===== config.mk =====
export PLATFORM = sky130hd
export DESIGN_NAME = pe_psum_packetizer
export DESIGN_NICKNAME = d
export VERILOG_FILES = /design/src/rtl/pe_psum_packetizer.sv
export SDC_FILE = /design/constraint.sdc
export NUM_CORES = 1
export LEC_CHECK = 0
export ABC_AREA = 1
export BUFFER_PORTS_ARGS = -buffer_cell sky130_fd_sc_hd__buf_2
export CORE_MARGIN = 4
export CORE_UTILIZATION = 25
export CTS_CLUSTER_DIAMETER = 50
export CTS_CLUSTER_SIZE = 40
export DETAILED_ROUTE_END_ITERATION = 16
export GPL_ROUTABILITY_DRIVEN = 0
export GPL_TIMING_DRIVEN = 1
export SLEW_MARGIN = 20
export SYNTH_ARGS = -nofsm -noshare
export SYNTH_HDL_FRONTEND = slang
export SYNTH_SLANG_ARGS = --single-unit
export TNS_END_PERCENT = 1

===== constraint.sdc =====
create_clock -name clk -period 12.9 [get_ports clk]
set_input_delay 2.58 -clock clk [delete_from_list [all_inputs] [get_ports clk]]
set_output_delay 2.58 -clock clk [all_outputs]
set_load 0.01 [all_outputs]

===== src/rtl/pe_psum_packetizer.sv =====
// PE psum packetizer: 3-lane dot product per ifmap word, accumulated into psum NoC packets.
// Optional `PE_PSUM_SAT_EN: accumulator saturates at all-ones instead of wrapping.
module pe_psum_packetizer #(
    parameter int unsigned ACC_LEN    = 5,
    parameter int unsigned FILT_REUSE = 3,
    parameter int unsigned PSUM_WIDTH = 24,
    parameter logic [3:0]  DEST_ADDR  = 4'b0011,
    parameter logic [3:0]  SRC_ADDR   = 4'b1101
) (
    input  logic        clk,
    input  logic        rst_n,
    input  logic [23:0] i_filter_data,
    input  logic        i_filter_valid,
    output logic        o_filter_ready,
    input  logic [23:0] i_ifmap_data,
    input  logic        i_ifmap_valid,
    output logic        o_ifmap_ready,
    output logic [32:0] o_pkt_out,
    output logic        o_pkt_valid,
    input  logic        i_pkt_ready
);

    // state      | meaning
    // FILT_WAIT  | waiting for a filter word; weights and counters cleared on load
    // ACCUM      | accepting one ifmap word per cycle into acc
    // EMIT       | offering the finished psum packet, inputs stalled
    localparam logic [1:0] S_FILT_WAIT = 2'd0;
    localparam logic [1:0] S_ACCUM     = 2'd1;
    localparam logic [1:0] S_EMIT      = 2'd2;

    localparam logic [3:0] ACC_LAST   = 4'(ACC_LEN - 1);
    localparam logic [3:0] REUSE_LAST = 4'(FILT_REUSE - 1);

    logic [1:0]            r_state;
    logic [7:0]            r_w0;
    logic [7:0]            r_w1;
    logic [7:0]            r_w2;
    logic [PSUM_WIDTH-1:0] r_acc;
    logic [3:0]            r_wcnt;
    logic [3:0]            r_rcnt;

    logic [15:0]           w_p0;
    logic [15:0]           w_p1;
    logic [15:0]           w_p2;
    logic [17:0]           w_dot;
    logic [PSUM_WIDTH-1:0] w_acc_next;

    assign w_p0  = 16'(r_w0) * 16'(i_ifmap_data[7:0]);
    assign w_p1  = 16'(r_w1) * 16'(i_ifmap_data[15:8]);
    assign w_p2  = 16'(r_w2) * 16'(i_ifmap_data[23:16]);
    assign w_dot = 18'(w_p0) + 18'(w_p1) + 18'(w_p2);

`ifdef PE_PSUM_SAT_EN
    // Sum kept one bit wider than any acc+dot can reach, so overflow is visible before clamping.
    localparam logic [24:0] ACC_MAX = (25'd1 << PSUM_WIDTH) - 25'd1;
    logic [24:0] w_sum;
    assign w_sum      = 25'(r_acc) + 25'(w_dot);
    assign w_acc_next = (w_sum > ACC_MAX) ? {PSUM_WIDTH{1'b1}} : w_sum[PSUM_WIDTH-1:0];
`else
    logic [PSUM_WIDTH-1:0] w_dot_ext;
    assign w_dot_ext  = PSUM_WIDTH'(w_dot);
    assign w_acc_next = r_acc + w_dot_ext;
`endif

    always_ff @(posedge clk or negedge rst_n) begin
        if (!rst_n) begin
            r_state <= S_FILT_WAIT;
            r_w0    <= '0;
            r_w1    <= '0;
            r_w2    <= '0;
            r_acc   <= '0;
            r_wcnt  <= '0;
            r_rcnt  <= '0;
        end else begin
            case (r_state)
                S_FILT_WAIT: begin
                    if (i_filter_valid) begin
                        r_w0    <= i_filter_data[7:0];
                        r_w1    <= i_filter_data[15:8];
                        r_w2    <= i_filter_data[23:16];
                        r_acc   <= '0;
                        r_wcnt  <= '0;
                        r_rcnt  <= '0;
                        r_state <= S_ACCUM;
                    end
                end
                S_ACCUM: begin
                    if (i_ifmap_valid) begin
                        r_acc  <= w_acc_next;
                        r_wcnt <= r_wcnt + 4'd1;
                        if (r_wcnt == ACC_LAST) begin
                            r_state <= S_EMIT;
                        end
                    end
                end
                S_EMIT: begin
                    if (i_pkt_ready) begin
                        r_rcnt <= r_rcnt + 4'd1;
                        if (r_rcnt == REUSE_LAST) begin
                            r_state <= S_FILT_WAIT;
                        end else begin
                            r_acc   <= '0;
                            r_wcnt  <= '0;
                            r_state <= S_ACCUM;
                        end
                    end
                end
                default: r_state <= S_FILT_WAIT;
            endcase
        end
    end

    // Readies and valid decode from state alone; the packet bus reads zero outside EMIT.
    assign o_filter_ready = (r_state == S_FILT_WAIT);
    assign o_ifmap_ready  = (r_state == S_ACCUM);
    assign o_pkt_valid    = (r_state == S_EMIT);
    assign o_pkt_out      = o_pkt_valid ? {1'b0, DEST_ADDR, SRC_ADDR, 24'(r_acc)} : 33'd0;

endmodule

==> impl_metrics.ini, run 1 <==
[die]
fp-row-count = 75
core_area_mm2 = 0.0421
die_y_um = 215
ios = 89
dieArea_mm2 = 0.0461
die_x_um = 215
start_util = 0.254

[routing]
ant_nets = 0
via_count = 8300
drc = 0
vias_per_cell = 4.13
first_pass_iters = 5
drt_iter0_markers = 362
routed_wl_mm = 27.6
wl_per_cell_um = 13.7

[worst_hold_path]
hold_path_class = reg -> reg
hold_start = r_acc[17]
hold_path_end = r_acc[17]
hold-path-cell-count = 2

[clock_network]
cts_resized = 0
cts.clk_slew.worst_paths_ns = 0.06
tritoncts = built
htree_levels = 3
ctsHoldBuffers = 0
clk_path_buf_depth = 2
cts_root_buf = clkbuf_16
cts.sink_count = 58
numCtsBuffers = 9
cts_setup_buffers = 0
worst_skew_pair.late_latency_ns = 0.35

[placement]
hpwl_mm = 24.3
io_buffers = 84

[synth]
synth-edff-count = 0
synth.avg_cell_area_um2 = 7.47
async_flop_share = 1.00
syn_inst = 1431
ys_ff_latch = 58
yosysWarnings = 0
synthFlopType = dfrtp_1
synth.cell_area_mm2 = 0.0107
ys_types = 33
yosysSeqAreaShare = 0.136

[grt]
antenna_found_initial = 3
grt_pass1_wl_mm = 46.6
grt_max_degree = 59
grt_overflow_total = 0
grt_util_all_layers = 0.125
grt_pass1_vias = 9139

[critical_path]
cp.required_ns = 13.14
critPathMaxStageDelay_ns = 0.55
path_common_cell = fa_1
r2r_cells = 23
cp_max_fo = 8
arrival_ns = 8.05
slowest_stage = fa_1
r2r_slack_ns = 6.84
path_class = in -> reg
timing.rr.start = r_w0[5]
critPathCaptureType = register
critPathLaunchType = input port
r2r_end = r_acc[19]
crit_chain = buf_2 > nand2_1 > fa_1 > inv_1 > fa_1 > inv_1 > fa_1 > fa_1 > inv_1 > fa_1 > fa_1 > inv_1 > fa_1 > inv_1 > ha_1 > nand2_1 > nor2_1 > nand3_1 > nand3_1 > nand2_1 > nand2_1 > nand3_1 > nand2_1 > nor2_1

[sta]
clock_skew_ns = 0.00855
fin_crit_sh = 0.605
layout_min_cycle_time_ns = 7.80
finalSetupTns_ns = 0
setup_viol_count_final = 0
max_freq_mhz = 128
tightest_slew_ns = 0.835
rsz0062_at_grt = false
max-slew-margin-rel = 0.443
hold_viol = 0
drv_slew = 0

[final_layout]
area_growth_syn_to_layout_pct = 10.8
drive_gt1_frac = 0.0741
nets = 1803
num-fill-cells = 4512
final_util = 0.281

[flow_run]
max_cap_violations = 0

[run_status]
status = complete, no violations
per-layer routing:
layer  track usage  vias to the layer above  wire (um)  share of wire
met3        0.0191                       45       1070          0.039
li1              -                     4067          -              -
met4        0.0402                        4        661          0.024
met5             0                        -         25        0.00091
met2         0.234                      164      14600           0.53
met1         0.146                     4020      11200           0.41
cells in the mapped netlist, drive strengths merged, types with 2 or more instances:
master / n / share of area
o21ai: 25 / 0.012
a21oi: 28 / 0.013
and2: 2 / 0.0012
dfrtp: 58 / 0.14
inv: 460 / 0.16
o21bai: 2 / 0.0014
buf: 16 / 0.0099
xor2: 2 / 0.0016
nand3b: 5 / 0.0035
xnor2: 2 / 0.0016
nor3b: 2 / 0.0014
ha: 108 / 0.13
nand3: 30 / 0.014
nor2: 58 / 0.021
clkbuf: 50 / 0.018
fa: 177 / 0.33
nor3: 4 / 0.0019
o22ai: 5 / 0.0029
nand2: 393 / 0.14
cells in the final DEF, fill, tap and decap left out, types with 4 or more instances in the layout:
cell type / synthesis / layout
a21oi_1: 28 / 28
nor2_1: 57 / 57
clkbuf_16: 0 / 9
nand3_1: 30 / 30
dfrtp_1: 58 / 58
ha_1: 108 / 108
inv_1: 458 / 458
conb_1: 1 / 4
buf_2: 4 / 84
o22ai_1: 5 / 5
o21ai_0: 23 / 23
fa_1: 177 / 177
nand3b_1: 5 / 5
nor3_1: 4 / 4
nand2_1: 390 / 390
area by class of cell:
class / count / area, um2 / share of cell area
antenna: 1 / 2.50 / 0.000211
clock buffer: 10 / 239 / 0.0202
clock inverter: 6 / 88.8 / 0.00750
inverter: 461 / 1730 / 0.146
multi-input combinational: 849 / 7220 / 0.610
sequential: 58 / 1450 / 0.123
tap: 539 / 674 / 0.0569
timing repair buffer: 86 / 435 / 0.0368
how the worst max path moves through the flow:
stage	cells past startpoint	start	end	slack, ns
after floorplan	24	i_ifmap_data[3]	r_acc[19]	5.19
after global placement	24	i_ifmap_data[20]	r_acc[23]	4.87
after detailed placement	24	i_ifmap_data[3]	r_acc[19]	4.75
after CTS	24	i_ifmap_data[3]	r_acc[19]	5.10
after global routing	24	i_ifmap_data[3]	r_acc[23]	4.73
final	24	i_ifmap_data[3]	r_acc[19]	5.10
registers in the layout (all words and copies together) (netlist names):
| register | count |
|---|---|
| r_state | 2 |
| r_w0 | 8 |
| r_w2 | 8 |
| r_wcnt | 4 |
| r_acc | 24 |
| r_rcnt | 4 |
| r_w1 | 8 |
stage by stage:
step	hold WS [ns]	cell area, um2	setup slack [ns]	instances
global route	0.506	11800	4.73	2009
CTS	0.490	11800	5.10	2009
finish	0.487	11800	5.10	2010
global placement	0.469	11500	4.87	1993
floorplan	0.449	10700	5.19	1434
detailed placement	0.473	11500	4.75	1993
worst max-delay path: cells and delay by family:
kind,cells,cell delay (ns)
AND/OR/NAND/NOR,10,1.17
buffers and inverters,6,0.44
adder cells (fa/ha/maj),8,3.85
cell families (layout without fill, tap and decap cells):
kind of cell,count (synthesis),after routing,synth area share
xor gates and xnor gates,4,4,0.00328
adders and majority gates,285,285,0.458
DFF,58,58,0.136
AOI/OAI and AO/OA,61,61,0.0302
other,1,5,0.000351
and+or+nand+nor,495,495,0.183
buffers and inverters,527,563,0.190
Power of run 1 is not shown: default switching activity piles up to over one toggle a cycle in this logic, so the estimate is an artifact.
==> run 2: changes to the inputs <==
ABC_AREA = 0   (was 1)
clock period = 7.1 ns   (was 12.9 ns; I/O delays follow)
==> impl_metrics.ini, run 2 <==
[worst_hold_path]
hold_path_class = reg -> reg
hold_path_end = r_acc[1]
hold-path-cell-count = 2
hold_start = r_acc[1]

[synth]
synth-edff-count = 0
synth.largest_area_cell = fa_1
synthTopCellsByArea = fa_1 (35%), dfrtp_1 (14%), ha_1 (13%), inv_1 (10%), and2_1 (9.6%)
synth.avg_cell_area_um2 = 8.95
async_flop_share = 1.00
yosysSeqAreaShare = 0.145
synth_top_area_frac = 0.354
yosys-top-cells-count = inv_1 (275), fa_1 (177), nand2_1 (176)
synthFlopType = dfrtp_1
synth.cell_area_mm2 = 0.0100
synth_most_common_cell = inv_1
yosysWarnings = 0
ys_ff_latch = 58
syn_inst = 1119
ys_types = 41

[routing]
via_count = 7415
vias_per_cell = 4.23
routed_wl_mm = 25.5
first_pass_iters = 6
drt_iter0_markers = 269
ant_nets = 0
drc = 0
wl_per_cell_um = 14.6

[die]
start_util = 0.253
core_area_mm2 = 0.0396
dieArea_mm2 = 0.0433
die_y_um = 208
die_x_um = 208
ios = 89
fp-row-count = 73

[final_layout]
largest_register_ffs = 24
final_cell_mix = inv_1 (275), nand2_1 (175), fa_1 (172)
final_util = 0.293
area_growth_syn_to_layout_pct = 16.1
antenna_cells = 0
nets = 1563
regMostFlops = r_acc
final_common_cell = inv_1
drive_gt1_frac = 0.122

[sta]
layout_min_cycle_time_ns = 6.87
drv_slew = 0
fin_crit_sh = 0.967
hold_viol = 0
setup_viol_count_final = 0
clock_skew_ns = 0.00809
max_freq_mhz = 146
tightest_slew_ns = 1.05
max-slew-margin-rel = 0.295

[grt]
grt_overflow_total = 0
antenna_found_initial = 3
busiest_layer = met2
grt_max_degree = 59
grtUsageMet3 = 0.0161
use_met2 = 0.222
grt_pass1_vias = 7891
grt_util_all_layers = 0.122
grt_pass1_wl_mm = 42.2
grt_util_met1 = 0.151

[critical_path]
arrival_ns = 7.15
path_class = in -> reg
cp.required_ns = 7.38
r2r_cells = 21
critPathLaunchType = input port
critPathCaptureType = register
cp_max_fo = 7
r2r_end = r_acc[23]
r2r_slack_ns = 0.81
timing.rr.start = r_w0[1]

[clock_network]
clk_path_buf_depth = 2
tritoncts = built
worst_skew_pair.late_latency_ns = 0.35
cts.clk_slew.worst_paths_ns = 0.06
cts_root_buf = clkbuf_16
ctsHoldBuffers = 0
htree_levels = 3
cts.sink_count = 58
numCtsBuffers = 9

[placement]
io_buffers = 84
hpwl_mm = 22.1

[run_status]
status = complete, no violations

[flow_run]
max_cap_violations = 0
==> run 2: cell count changes in the layout (fill, tap and decap cells not counted), moves of 5 or more <==
cell	delta
a21o_1	+6
a21oi_1	-10
and2_1	+152
buf_4	+35
fa_1	-5
fa_2	+5
inv_1	-183
nand2_1	-215
nand2b_1	+5
nand3_1	-18
nand3b_1	-5
nor2_1	-46
o21ai_0	+7
xnor2_1	+7
==> run 2: final cells by class <==
class / instances / area, um2
Inverter: 275 / 1030
Clock buffer: 12 / 256
Sequential cell: 58 / 1450
Multi-Input combinational cell: 761 / 7460
Tap cell: 525 / 657
Clock inverter: 4 / 73.8
Fill cell: 4283 / 28000
Timing Repair Buffer: 120 / 696
==> run 2: logic make-up (layout without fill, tap and decap cells) <==
| logic type | Yosys count | count (layout) | share of synthesized area |
|---|---|---|---|
| other | 1 | 4 | 0.000374 |
| AO/OA/AOI/OAI | 79 | 79 | 0.0461 |
| flip-flops | 58 | 58 | 0.145 |
| XOR/XNOR | 15 | 15 | 0.0131 |
| buffers and inverters | 303 | 411 | 0.117 |
| multiplexers | 2 | 2 | 0.00200 |
| adder cells (fa/ha/maj) | 285 | 285 | 0.489 |
| AND/OR/NAND/NOR | 376 | 376 | 0.188 |
==> run 2: timing repair <==
action	4_1_cts	5_1_grt
setup buffers	0	2
gates resized for setup	0	14
endpoints found under the setup margin	0	12
==> run 2: critical path, stage by stage <==
cell,delay (ns)
buf_2,0.15
and2_1,0.17
fa_1,0.53
inv_1,0.05
fa_1,0.47
inv_1,0.05
fa_1,0.51
fa_1,0.44
fa_1,0.54
fa_1,0.50
inv_1,0.05
fa_1,0.47
inv_1,0.04
ha_1,0.31
nand2_2,0.07
nor3_2,0.17
a2111o_1,0.12
a31oi_1,0.05
buf_4,0.17
o31a_1,0.34
or4_1,0.43
nand3_1,0.10
==> run 2: stage by stage <==
stage	hold slack [ns]	cells	cell area (um2)	setup TNS [ns]	setup WS, ns
CTS	0.529	1753	11600	0	0.129
global route	0.537	1755	11600	-0.00709	-0.00709
finish	0.512	1755	11600	0	0.233
global placement	0.484	1737	11200	-0.558	-0.129
detailed placement	0.516	1737	11200	-1.91	-0.250
floorplan	0.462	1122	10000	0	0.157
==> run 2: routing by layer <==
| metal | wire, um | vias to the layer above |
|---|---|---|
| met4 | 555 | 6 |
| met3 | 858 | 31 |
| met1 | 10400 | 3753 |
| met5 | 28 | - |
| li1 | - | 3521 |
| met2 | 13700 | 104 |
==> run 2: worst max path at each step <==
| stage | start | slack (ns) | endpoint | cells after the start |
|---|---|---|---|---|
| after floorplan | i_ifmap_data[19] | 0.16 | r_acc[23] | 20 |
| after global placement | i_ifmap_data[0] | -0.13 | r_acc[23] | 21 |
| after detailed placement | i_ifmap_data[0] | -0.25 | r_acc[23] | 22 |
| after CTS | i_ifmap_data[0] | 0.13 | r_acc[23] | 21 |
| after global routing | i_ifmap_data[1] | -0.007 | r_acc[23] | 22 |
| final | i_ifmap_data[20] | 0.23 | r_acc[23] | 22 |
Power of run 2 is left out for the same reason.
